### src/rtl/elbeth_writeback_unit_if.sv
// elbeth_writeback_unit_if
// Bundles the execute-side request, the data-memory response, the decode
// bypass/hazard signals and the register-file write port of the writeback unit.
//   master : the writeback unit (drives ex_ready, rd_*, ctrl_w_enable, fwd_*,
//            load_hazard, load_timeout)
//   slave  : the surrounding pipeline (execute, memory, decode, register file)
interface elbeth_writeback_unit_if #(
  parameter int unsigned XLEN = 32
);
  // execute stage request
  logic            ex_valid;
  logic            ex_ready;
  logic [4:0]      ex_rd_addr;
  logic [XLEN-1:0] ex_rd_data;
  logic            ex_is_load;
  logic [2:0]      ex_load_funct3;
  logic [1:0]      ex_load_offset;
  // data-memory response
  logic            mem_rsp_valid;
  logic [XLEN-1:0] mem_rsp_data;
  // decode source addresses
  logic [4:0]      id_rs1_addr;
  logic [4:0]      id_rs2_addr;
  // register-file write port
  logic [4:0]      rd_addr;
  logic [XLEN-1:0] rd_data;
  logic            ctrl_w_enable;
  // bypass / hazard / status
  logic            fwd_rs1_hit;
  logic            fwd_rs2_hit;
  logic [XLEN-1:0] fwd_data;
  logic            load_hazard;
  logic            load_timeout;

  modport master (
    input  ex_valid, ex_rd_addr, ex_rd_data, ex_is_load, ex_load_funct3,
           ex_load_offset, mem_rsp_valid, mem_rsp_data, id_rs1_addr, id_rs2_addr,
    output ex_ready, rd_addr, rd_data, ctrl_w_enable, fwd_rs1_hit, fwd_rs2_hit,
           fwd_data, load_hazard, load_timeout
  );

  modport slave (
    output ex_valid, ex_rd_addr, ex_rd_data, ex_is_load, ex_load_funct3,
           ex_load_offset, mem_rsp_valid, mem_rsp_data, id_rs1_addr, id_rs2_addr,
    input  ex_ready, rd_addr, rd_data, ctrl_w_enable, fwd_rs1_hit, fwd_rs2_hit,
           fwd_data, load_hazard, load_timeout
  );
endinterface

### src/rtl/elbeth_writeback_unit.sv
// elbeth_writeback_unit
// Write-side master of the elbeth register file. ALU results are written one
// cycle after acceptance; loads wait in WAIT_LOAD for a memory response, whose
// word is byte/halfword extracted and sign/zero extended before the write. A
// load with no response within LOAD_TIMEOUT wait cycles is abandoned with a
// one-cycle load_timeout pulse. Decode gets a same-cycle bypass of the current
// write and a hazard flag while a load is pending.
// Ports:
//   clk   : clock, rising edge
//   rst_n : asynchronous active-low reset
//   bus   : elbeth_writeback_unit_if.master (request, response, decode, write port)
module elbeth_writeback_unit #(
  parameter int unsigned XLEN         = 32,
  parameter int unsigned LOAD_TIMEOUT = 16,
  parameter int unsigned CNT_W        = 5
) (
  input  logic                    clk,
  input  logic                    rst_n,
  elbeth_writeback_unit_if.master bus
);

  typedef enum logic [0:0] {
    S_IDLE      = 1'b0,
    S_WAIT_LOAD = 1'b1
  } state_e;

  localparam logic [CNT_W-1:0] CNT_LAST = CNT_W'(LOAD_TIMEOUT - 1);

  state_e          state_q, state_d;
  logic [CNT_W-1:0] cnt_q, cnt_d;
  logic [4:0]      cap_rd_q, cap_rd_d;
  logic [2:0]      cap_f3_q, cap_f3_d;
  logic [1:0]      cap_off_q, cap_off_d;
  logic [4:0]      rd_addr_q, rd_addr_d;
  logic [XLEN-1:0] rd_data_q, rd_data_d;
  logic            wen_q, wen_d;
  logic            tmo_q, tmo_d;

  logic            accept;
  logic [7:0]      byte_v;
  logic [15:0]     half_v;
  logic [XLEN-1:0] load_result;

  assign bus.ex_ready = (state_q == S_IDLE);
  assign accept       = bus.ex_valid & bus.ex_ready;

  // Load data extraction and extension from the captured funct3/offset.
  always_comb begin
    unique case (cap_off_q)
      2'd0:    byte_v = bus.mem_rsp_data[7:0];
      2'd1:    byte_v = bus.mem_rsp_data[15:8];
      2'd2:    byte_v = bus.mem_rsp_data[23:16];
      default: byte_v = bus.mem_rsp_data[31:24];
    endcase
    half_v = cap_off_q[1] ? bus.mem_rsp_data[31:16] : bus.mem_rsp_data[15:0];
    unique case (cap_f3_q)
      3'b000:  load_result = {{(XLEN-8){byte_v[7]}}, byte_v};
      3'b100:  load_result = {{(XLEN-8){1'b0}}, byte_v};
      3'b001:  load_result = {{(XLEN-16){half_v[15]}}, half_v};
      3'b101:  load_result = {{(XLEN-16){1'b0}}, half_v};
      default: load_result = bus.mem_rsp_data;
    endcase
  end

  always_comb begin
    state_d   = state_q;
    cnt_d     = cnt_q;
    cap_rd_d  = cap_rd_q;
    cap_f3_d  = cap_f3_q;
    cap_off_d = cap_off_q;
    rd_addr_d = rd_addr_q;
    rd_data_d = rd_data_q;
    wen_d     = 1'b0;
    tmo_d     = 1'b0;
    unique case (state_q)
      S_IDLE: begin
        if (accept) begin
          if (bus.ex_is_load) begin
            cap_rd_d  = bus.ex_rd_addr;
            cap_f3_d  = bus.ex_load_funct3;
            cap_off_d = bus.ex_load_offset;
            cnt_d     = '0;
            state_d   = S_WAIT_LOAD;
          end else begin
            rd_addr_d = bus.ex_rd_addr;
            rd_data_d = bus.ex_rd_data;
            wen_d     = (bus.ex_rd_addr != 5'd0);
          end
        end
      end
      S_WAIT_LOAD: begin
        // A response on the last wait cycle takes priority over the timeout.
        if (bus.mem_rsp_valid) begin
          rd_addr_d = cap_rd_q;
          rd_data_d = load_result;
          wen_d     = (cap_rd_q != 5'd0);
          state_d   = S_IDLE;
        end else if (cnt_q == CNT_LAST) begin
          tmo_d   = 1'b1;
          cnt_d   = '0;
          state_d = S_IDLE;
        end else begin
          cnt_d = cnt_q + CNT_W'(1);
        end
      end
      default: state_d = S_IDLE;
    endcase
  end

  always_ff @(posedge clk or negedge rst_n) begin
    if (!rst_n) begin
      state_q   <= S_IDLE;
      cnt_q     <= '0;
      cap_rd_q  <= '0;
      cap_f3_q  <= '0;
      cap_off_q <= '0;
      rd_addr_q <= '0;
      rd_data_q <= '0;
      wen_q     <= 1'b0;
      tmo_q     <= 1'b0;
    end else begin
      state_q   <= state_d;
      cnt_q     <= cnt_d;
      cap_rd_q  <= cap_rd_d;
      cap_f3_q  <= cap_f3_d;
      cap_off_q <= cap_off_d;
      rd_addr_q <= rd_addr_d;
      rd_data_q <= rd_data_d;
      wen_q     <= wen_d;
      tmo_q     <= tmo_d;
    end
  end

  assign bus.rd_addr       = rd_addr_q;
  assign bus.rd_data       = rd_data_q;
  assign bus.ctrl_w_enable = wen_q;
  assign bus.load_timeout  = tmo_q;
  assign bus.fwd_data      = rd_data_q;
  assign bus.fwd_rs1_hit   = wen_q & (rd_addr_q == bus.id_rs1_addr) & (bus.id_rs1_addr != 5'd0);
  assign bus.fwd_rs2_hit   = wen_q & (rd_addr_q == bus.id_rs2_addr) & (bus.id_rs2_addr != 5'd0);
  assign bus.load_hazard   = (state_q == S_WAIT_LOAD) & (cap_rd_q != 5'd0) &
                             ((cap_rd_q == bus.id_rs1_addr) | (cap_rd_q == bus.id_rs2_addr));

endmodule

### src/flat_wrapper.sv
// flat-port wrapper written by rule: the top's interface ports become plain ports
module elbeth_writeback_unit_flat 
#(
  parameter int unsigned XLEN         = 32,
  parameter int unsigned LOAD_TIMEOUT = 16,
  parameter int unsigned CNT_W        = 5
)
  (clk, rst_n, bus_ex_valid, bus_ex_rd_addr, bus_ex_rd_data, bus_ex_is_load, bus_ex_load_funct3, bus_ex_load_offset, bus_mem_rsp_valid, bus_mem_rsp_data, bus_id_rs1_addr, bus_id_rs2_addr, bus_ex_ready, bus_rd_addr, bus_rd_data, bus_ctrl_w_enable, bus_fwd_rs1_hit, bus_fwd_rs2_hit, bus_fwd_data, bus_load_hazard, bus_load_timeout);
  elbeth_writeback_unit_if #(.XLEN(XLEN)) bus_i ();
  input  logic clk;
  input  logic rst_n;
  input wire logic [$bits(bus_i.ex_valid)-1:0] bus_ex_valid;
  input wire logic [$bits(bus_i.ex_rd_addr)-1:0] bus_ex_rd_addr;
  input wire logic [$bits(bus_i.ex_rd_data)-1:0] bus_ex_rd_data;
  input wire logic [$bits(bus_i.ex_is_load)-1:0] bus_ex_is_load;
  input wire logic [$bits(bus_i.ex_load_funct3)-1:0] bus_ex_load_funct3;
  input wire logic [$bits(bus_i.ex_load_offset)-1:0] bus_ex_load_offset;
  input wire logic [$bits(bus_i.mem_rsp_valid)-1:0] bus_mem_rsp_valid;
  input wire logic [$bits(bus_i.mem_rsp_data)-1:0] bus_mem_rsp_data;
  input wire logic [$bits(bus_i.id_rs1_addr)-1:0] bus_id_rs1_addr;
  input wire logic [$bits(bus_i.id_rs2_addr)-1:0] bus_id_rs2_addr;
  output wire logic [$bits(bus_i.ex_ready)-1:0] bus_ex_ready;
  output wire logic [$bits(bus_i.rd_addr)-1:0] bus_rd_addr;
  output wire logic [$bits(bus_i.rd_data)-1:0] bus_rd_data;
  output wire logic [$bits(bus_i.ctrl_w_enable)-1:0] bus_ctrl_w_enable;
  output wire logic [$bits(bus_i.fwd_rs1_hit)-1:0] bus_fwd_rs1_hit;
  output wire logic [$bits(bus_i.fwd_rs2_hit)-1:0] bus_fwd_rs2_hit;
  output wire logic [$bits(bus_i.fwd_data)-1:0] bus_fwd_data;
  output wire logic [$bits(bus_i.load_hazard)-1:0] bus_load_hazard;
  output wire logic [$bits(bus_i.load_timeout)-1:0] bus_load_timeout;
  assign bus_i.ex_valid = bus_ex_valid;
  assign bus_i.ex_rd_addr = bus_ex_rd_addr;
  assign bus_i.ex_rd_data = bus_ex_rd_data;
  assign bus_i.ex_is_load = bus_ex_is_load;
  assign bus_i.ex_load_funct3 = bus_ex_load_funct3;
  assign bus_i.ex_load_offset = bus_ex_load_offset;
  assign bus_i.mem_rsp_valid = bus_mem_rsp_valid;
  assign bus_i.mem_rsp_data = bus_mem_rsp_data;
  assign bus_i.id_rs1_addr = bus_id_rs1_addr;
  assign bus_i.id_rs2_addr = bus_id_rs2_addr;
  assign bus_ex_ready = bus_i.ex_ready;
  assign bus_rd_addr = bus_i.rd_addr;
  assign bus_rd_data = bus_i.rd_data;
  assign bus_ctrl_w_enable = bus_i.ctrl_w_enable;
  assign bus_fwd_rs1_hit = bus_i.fwd_rs1_hit;
  assign bus_fwd_rs2_hit = bus_i.fwd_rs2_hit;
  assign bus_fwd_data = bus_i.fwd_data;
  assign bus_load_hazard = bus_i.load_hazard;
  assign bus_load_timeout = bus_i.load_timeout;
  elbeth_writeback_unit #(.XLEN(XLEN), .LOAD_TIMEOUT(LOAD_TIMEOUT), .CNT_W(CNT_W)) u_core (.clk(clk), .rst_n(rst_n), .bus(bus_i));
endmodule
### config.mk
export PLATFORM = sky130hd
export DESIGN_NAME = elbeth_writeback_unit_flat
export DESIGN_NICKNAME = d
export VERILOG_FILES = /design/src/rtl/elbeth_writeback_unit_if.sv /design/src/rtl/elbeth_writeback_unit.sv /design/src/flat_wrapper.sv
export SDC_FILE = /design/constraint.sdc
export NUM_CORES = 1
export LEC_CHECK = 0
export BUFFER_PORTS_ARGS = -buffer_cell sky130_fd_sc_hd__buf_2
export CAP_MARGIN = 20
export CORE_MARGIN = 2
export CORE_UTILIZATION = 30
export DETAILED_ROUTE_END_ITERATION = 10
export PLACE_DENSITY = 0.52
export SETUP_SLACK_MARGIN = 0.1
export SLEW_MARGIN = 30
export SYNTH_ARGS = -nofsm -noshare
export SYNTH_HDL_FRONTEND = slang
export SYNTH_SLANG_ARGS = --single-unit
### constraint.sdc
create_clock -name clk -period 4.02 [get_ports clk]
set_clock_uncertainty 0.1 [all_clocks]
set_input_delay 0.201 -clock clk [delete_from_list [all_inputs] [get_ports clk]]
set_output_delay 0.201 -clock clk [all_outputs]
set_load 0.02 [all_outputs]
* After elaboration in Yosys (flattened, before gate mapping) *
Index checks and enable logic that the tools add are counted.

storage, ports and cells
  register bits after elaboration = 55

operators by class
  add/sub/neg operators = 1
  eq/ne operators = 15
  muxes and demuxes = 28
  bitwise operators = 9
  reduce and logical (&&, ||, !) cells = 9

operators by type and width
  cell                                                              count
  32-bit one-hot mux with 4 select lines                            1
  32-bit 2-to-1 mux                                                 3
  32-bit one-hot mux with 2 select lines                            1
  5-bit 2-to-1 mux                                                  7
  8-bit one-hot mux with 3 select lines                             1
  5-bit == test                                                     4
  5-bit one-hot mux with 2 select lines                             2
  5-bit nonzero test                                                4
  16-bit 2-to-1 mux                                                 1
  1-bit 2-to-1 mux                                                  10
  2-bit != test (second input constant)                             5
  3-bit AND reduction                                               3
  1-bit bitwise AND                                                 7
  3-bit == test (second input constant)                             2
  5-bit by 1-bit adder with 5-bit output (second input constant)    1
  5-bit by 4-bit == test with 1-bit output (second input constant)  1
  1-bit one-hot mux with 2 select lines                             2
  3-bit by 1-bit == test with 1-bit output (second input constant)  1
  3-bit logical NOT                                                 1
  2-bit by 1-bit == test with 1-bit output (second input constant)  1
  2-bit == test (second input constant)                             1
  2-bit logical NOT                                                 1
  1-bit NOT                                                         1
  1-bit bitwise OR                                                  1

* Depth between registers and ports, before layout *
  depth in word-level cells = 5
  mapped depth = 6
  depth with buffers taken out = 5

* Least setup slack after synthesis *
No wires, ideal clock.

  path type = reg-to-reg
  from = register u_core.cap_off_q[1]
  to = register u_core.rd_data_q[16], in the netlist u_core.bus.fwd_data[16]
  data arrival time = 1,344 ps
  slack = 2,447 ps
  cell stages (with the launch flop) = 7
  path buffers = 2
  path through = dfrtp_1 -> buf_6 -> mux2i_1 -> mux2i_2 -> a21oi_4 -> buf_6 -> a211oi_2

between the ends
  word-level cells in the longest chain between the ends = 5
  elaborated cells on any way between the ends = 8
  classes of those cells = eq/ne (2); mux (5); reduce/logical (1)

ends and longest elaborated chain
  item                                         line                          RTL
  start, declared                              elbeth_writeback_unit.sv:33   logic [1:0] cap_off_q, cap_off_d;
  start signal, assigned                       elbeth_writeback_unit.sv:126  cap_off_q <= cap_off_d;
  2-bit == test, or another cell as far along  elbeth_writeback_unit.sv:49   unique case (cap_off_q)
  8-bit one-hot mux with 3 select lines        elbeth_writeback_unit.sv:49
  32-bit one-hot mux with 4 select lines (*)   elbeth_writeback_unit.sv:56   unique case (cap_f3_q)
  32-bit 2-to-1 mux (*)                        elbeth_writeback_unit.sv:93   if (bus.mem_rsp_valid) begin
  32-bit one-hot mux with 2 select lines (*)   elbeth_writeback_unit.sv:75   unique case (state_q)
  end signal, assigned                         elbeth_writeback_unit.sv:128  rd_data_q <= rd_data_d;
  end, declared                                elbeth_writeback_unit.sv:35   logic [XLEN-1:0] rd_data_q, rd_data_d;

Mark *: on every way between the ends. The rest lies on a longest branch, timed or not. The select of a mux whose other input is x is not followed.
A chain may end at the register's enable or synchronous reset.

* Final worst setup path *
  from = register u_core.state_q
  to = register u_core.rd_data_q[14], in the netlist u_core.bus.fwd_data[14]

between the ends
  word-level cells in the longest chain between the ends = 4
  elaborated cells on any way between the ends = 7
  classes of those cells = eq/ne (3); mux (1); bitwise (2); reduce/logical (1)

ends and longest elaborated chain
  item                           line                          RTL
  start, declared                elbeth_writeback_unit.sv:29   state_e state_q, state_d;
  start signal, assigned         elbeth_writeback_unit.sv:122  state_q <= state_d;
  1-bit NOT (no line)            --
  1-bit bitwise AND              elbeth_writeback_unit.sv:45   assign accept = bus.ex_valid & bus.ex_ready;
  2-bit != test (no line)        --
  3-bit AND reduction (no line)  --

Parallel ways exist; a longest one is shown, timed or not.

==> metrics.txt <==
met3 routed WL 401 um; DR WL met2 5140 um; clk sinks 55; Yosys top cell area share 37.8%; syn avg cell area 9.51 sq um; Setup crit end kind flop; r2r setup slk 1.64 ns; setup tns final 0 ns; worst-path cell chain and2_1 -> nor2_4 -> nor3_4 -> a221oi_2; IO Port Bufs 163; Die Ht 114 um; Worst EP required 4.12 ns; Area contributors post-synth dfrtp_1 (38%), buf_4 (8.2%), mux2_2 (5.6%); min-delay src bus_ex_load_funct3[1]; IO Count 164; GRT overflow 0; drt initial violations 163; Post-synth EDFFs 0; RSZ-0062 raised after global routing false; Avg WL per Cell 16.8 um; CP Class reg -> reg; CP Data Arrival Time 2.48 ns; H-tree depth 2; pin count of the biggest net entering global routing 56; CTS tree yes; Post-Syn Area 0.00364 sq mm; maxcap violations 0; CP max stage delay 0.70 ns; # nets final 591; post-route ant nets 0; Leakage 2.04 nW; largest area contributor in the netlist dfrtp_1; layout cells sized above 1 43.6%; Hold Path Stages 2; Gate Count Post-Synth 383; R2R cell count 4; Initial Utilization 30.6%; post-synthesis cell type count 44; count leader, synth dfrtp_1; worst r2r src u_core.state_q$_DFF_PN0_; top routing layer in use met4; Die Area 0.0130 sq mm; Slowest-stage cell, CP nor2_4; CP startpoint kind flop; cell family with most CP delay simple AND/OR/NAND/NOR gates; DIE WIDTH 114 um; Post-synth top cells dfrtp_1 (55), buf_4 (40), nand2_1 (34); worst-skew pair later-pin latency 0.29 ns; initial antenna violation count 0; maximum VDD drop 253 uV; sequential share of the synthesized area 37.8%; final cell count without fillers 649; vias per cell 4.85; CTS Buf Count 5; CP Buf/Inv Count 0; hold endpoint u_core.cap_f3_q[1]$_DFFE_PN0P_; asr flop ratio synth 100%; Tcrit/Tclk final 59.3%; worst hold path class in -> reg; GPL Wtd Cong 0.790; WL met1 5280 um; Post-Syn Nets 473; vias in the first global route 3122; Residual DRC 0; worst-path maximum fanout 36; drt first pass iters 4; vias post-DR 3150; most common flop cell mapped by yosys dfrtp_1; register bit total from synthesis 55; area grow syn2layout 21.5%; Achievable Freq 0.420 GHz; core area 0.0119 sq mm; CTS Buffer Depth 2; Rel. slew slack 39.1%; Worst-path clk slew 0.07 ns; reg2reg end u_core.bus.fwd_data[14]$_DFFE_PN0P_; Pwr Total 2.36 mW; # rows 40; Final Critical Period 2.38 ns; Final Hold Vio Count 0; Worst Tran Pin Value 0.913 ns; status finished clean; number of diodes 0; pins over their slew limit 0; global-route wire length before repair 17000 um; root buffer cell clkbuf_16; synth warn 0; endpoints failing setup 0; total track usage 16.7%; DP Wirelength 8340 um; pwr/cell area 534 mW/mm^2; dpl cells 640; Routed WL 10900 um
==> final cells by class <==
cell class | count | area [sq um]
Clock inverter | 2 | 12.5
Tap cell | 147 | 184
Fill cell | 1267 | 7480
Sequential cell | 55 | 1380
Multi-Input combinational cell | 268 | 1860
Clock buffer | 6 | 129
Inverter | 5 | 18.8
Timing Repair Buffer | 166 | 841
==> repair_timing <==
item | 4_1_cts | 5_1_grt
endpoints found under the hold margin | 55 | 0
gates resized for setup | 0 | 0
endpoints found under the setup margin | 0 | 0
hold buffers | 1 | 0
setup buffers | 0 | 0
==> layer usage <==
metal | GRT usage [%] | vias up
li1 | - | 1566
met1 | 23.6 | 1479
met2 | 27.3 | 99
met3 | 2.06 | 6
met4 | 3.90 | 0
met5 | 0 | -
==> cell families after synthesis <==
| logic type | after synthesis | synth area share, % |
|---|---|---|
| AOI/OAI and AO/OA | 86 | 19.1 |
| adders and majority gates | 1 | 0.343 |
| muxes | 34 | 10.1 |
| xor gates and xnor gates | 18 | 4.33 |
| buffers and inverters | 60 | 11.1 |
| and+or+nand+nor | 129 | 17.3 |
| DFF | 55 | 37.8 |
==> sequential cells by signal, indices dropped and copies added, names as in the netlist <==
signal and cells:
u_core.bus.ctrl_w_enable 1, u_core.cnt_q 5, u_core.bus.load_timeout 1, u_core.bus.fwd_data 32
u_core.cap_rd_q 5, u_core.bus.rd_addr 5, u_core.cap_f3_q 3, u_core.state_q 1
u_core.cap_off_q 2
==> cells in the final DEF, fill, tap and decap left out, types with 8 or more instances in the layout <==
cell type / n
nor2_1: 33
a21oi_1: 13
o22ai_1: 11
nor3_1: 23
nand3_1: 11
a211oi_2: 13
xor2_1: 9
buf_2: 163
dfrtp_1: 54
mux2i_1: 15
xnor2_1: 9
o21ai_0: 15
mux2_2: 18
nand2b_1: 8
nand2_1: 34
==> worst reg2reg max path, delay by kind of cell, from the launching register on <==
family             cells  cell delay, ns
AOI/OAI and AO/OA      1            0.29
DFF                    1            0.63
and+or+nand+nor        3            1.28
==> power by group <==
part / switching, mW / leakage [nW] / total, mW / internal [mW]
clock: 0.197 / 0.0669 / 0.428 / 0.231
sequential: 0.201 / 0.650 / 0.899 / 0.698
combinational: 0.627 / 1.32 / 1.04 / 0.411
total: 1.03 / 2.04 / 2.36 / 1.34
==> stage by stage <==
stage	worst slack, ns	hold WS [ns]	utilization, %	instance area (sq um)
after floorplan	2.45	-0.195	-	3640
final	1.64	0.0399	37.2	4430
after detailed placement	1.34	0.293	35.9	4270
after global routing	1.47	0.0318	37.2	4430
after CTS	1.33	0.0310	37.2	4430
after global placement	1.38	0.292	35.9	4270
==> how the worst max path moves through the flow <==
stage                                          from                                  end  slack, ns  cells after the start
finish                     u_core.state_q$_DFF_PN0_  u_core.bus.fwd_data[14]$_DFFE_PN0P_       1.64                      4
global route               u_core.state_q$_DFF_PN0_  u_core.bus.fwd_data[12]$_DFFE_PN0P_       1.47                      4
CTS                        u_core.state_q$_DFF_PN0_  u_core.bus.fwd_data[14]$_DFFE_PN0P_       1.33                      4
detailed placement         u_core.state_q$_DFF_PN0_  u_core.bus.fwd_data[12]$_DFFE_PN0P_       1.34                      4
global placement           u_core.state_q$_DFF_PN0_   u_core.bus.fwd_data[9]$_DFFE_PN0P_       1.38                      4
floorplan           u_core.cap_off_q[1]$_DFFE_PN0P_  u_core.bus.fwd_data[16]$_DFFE_PN0P_       2.45                      6
No activity file was read; power rests on OpenSTA's default activity.
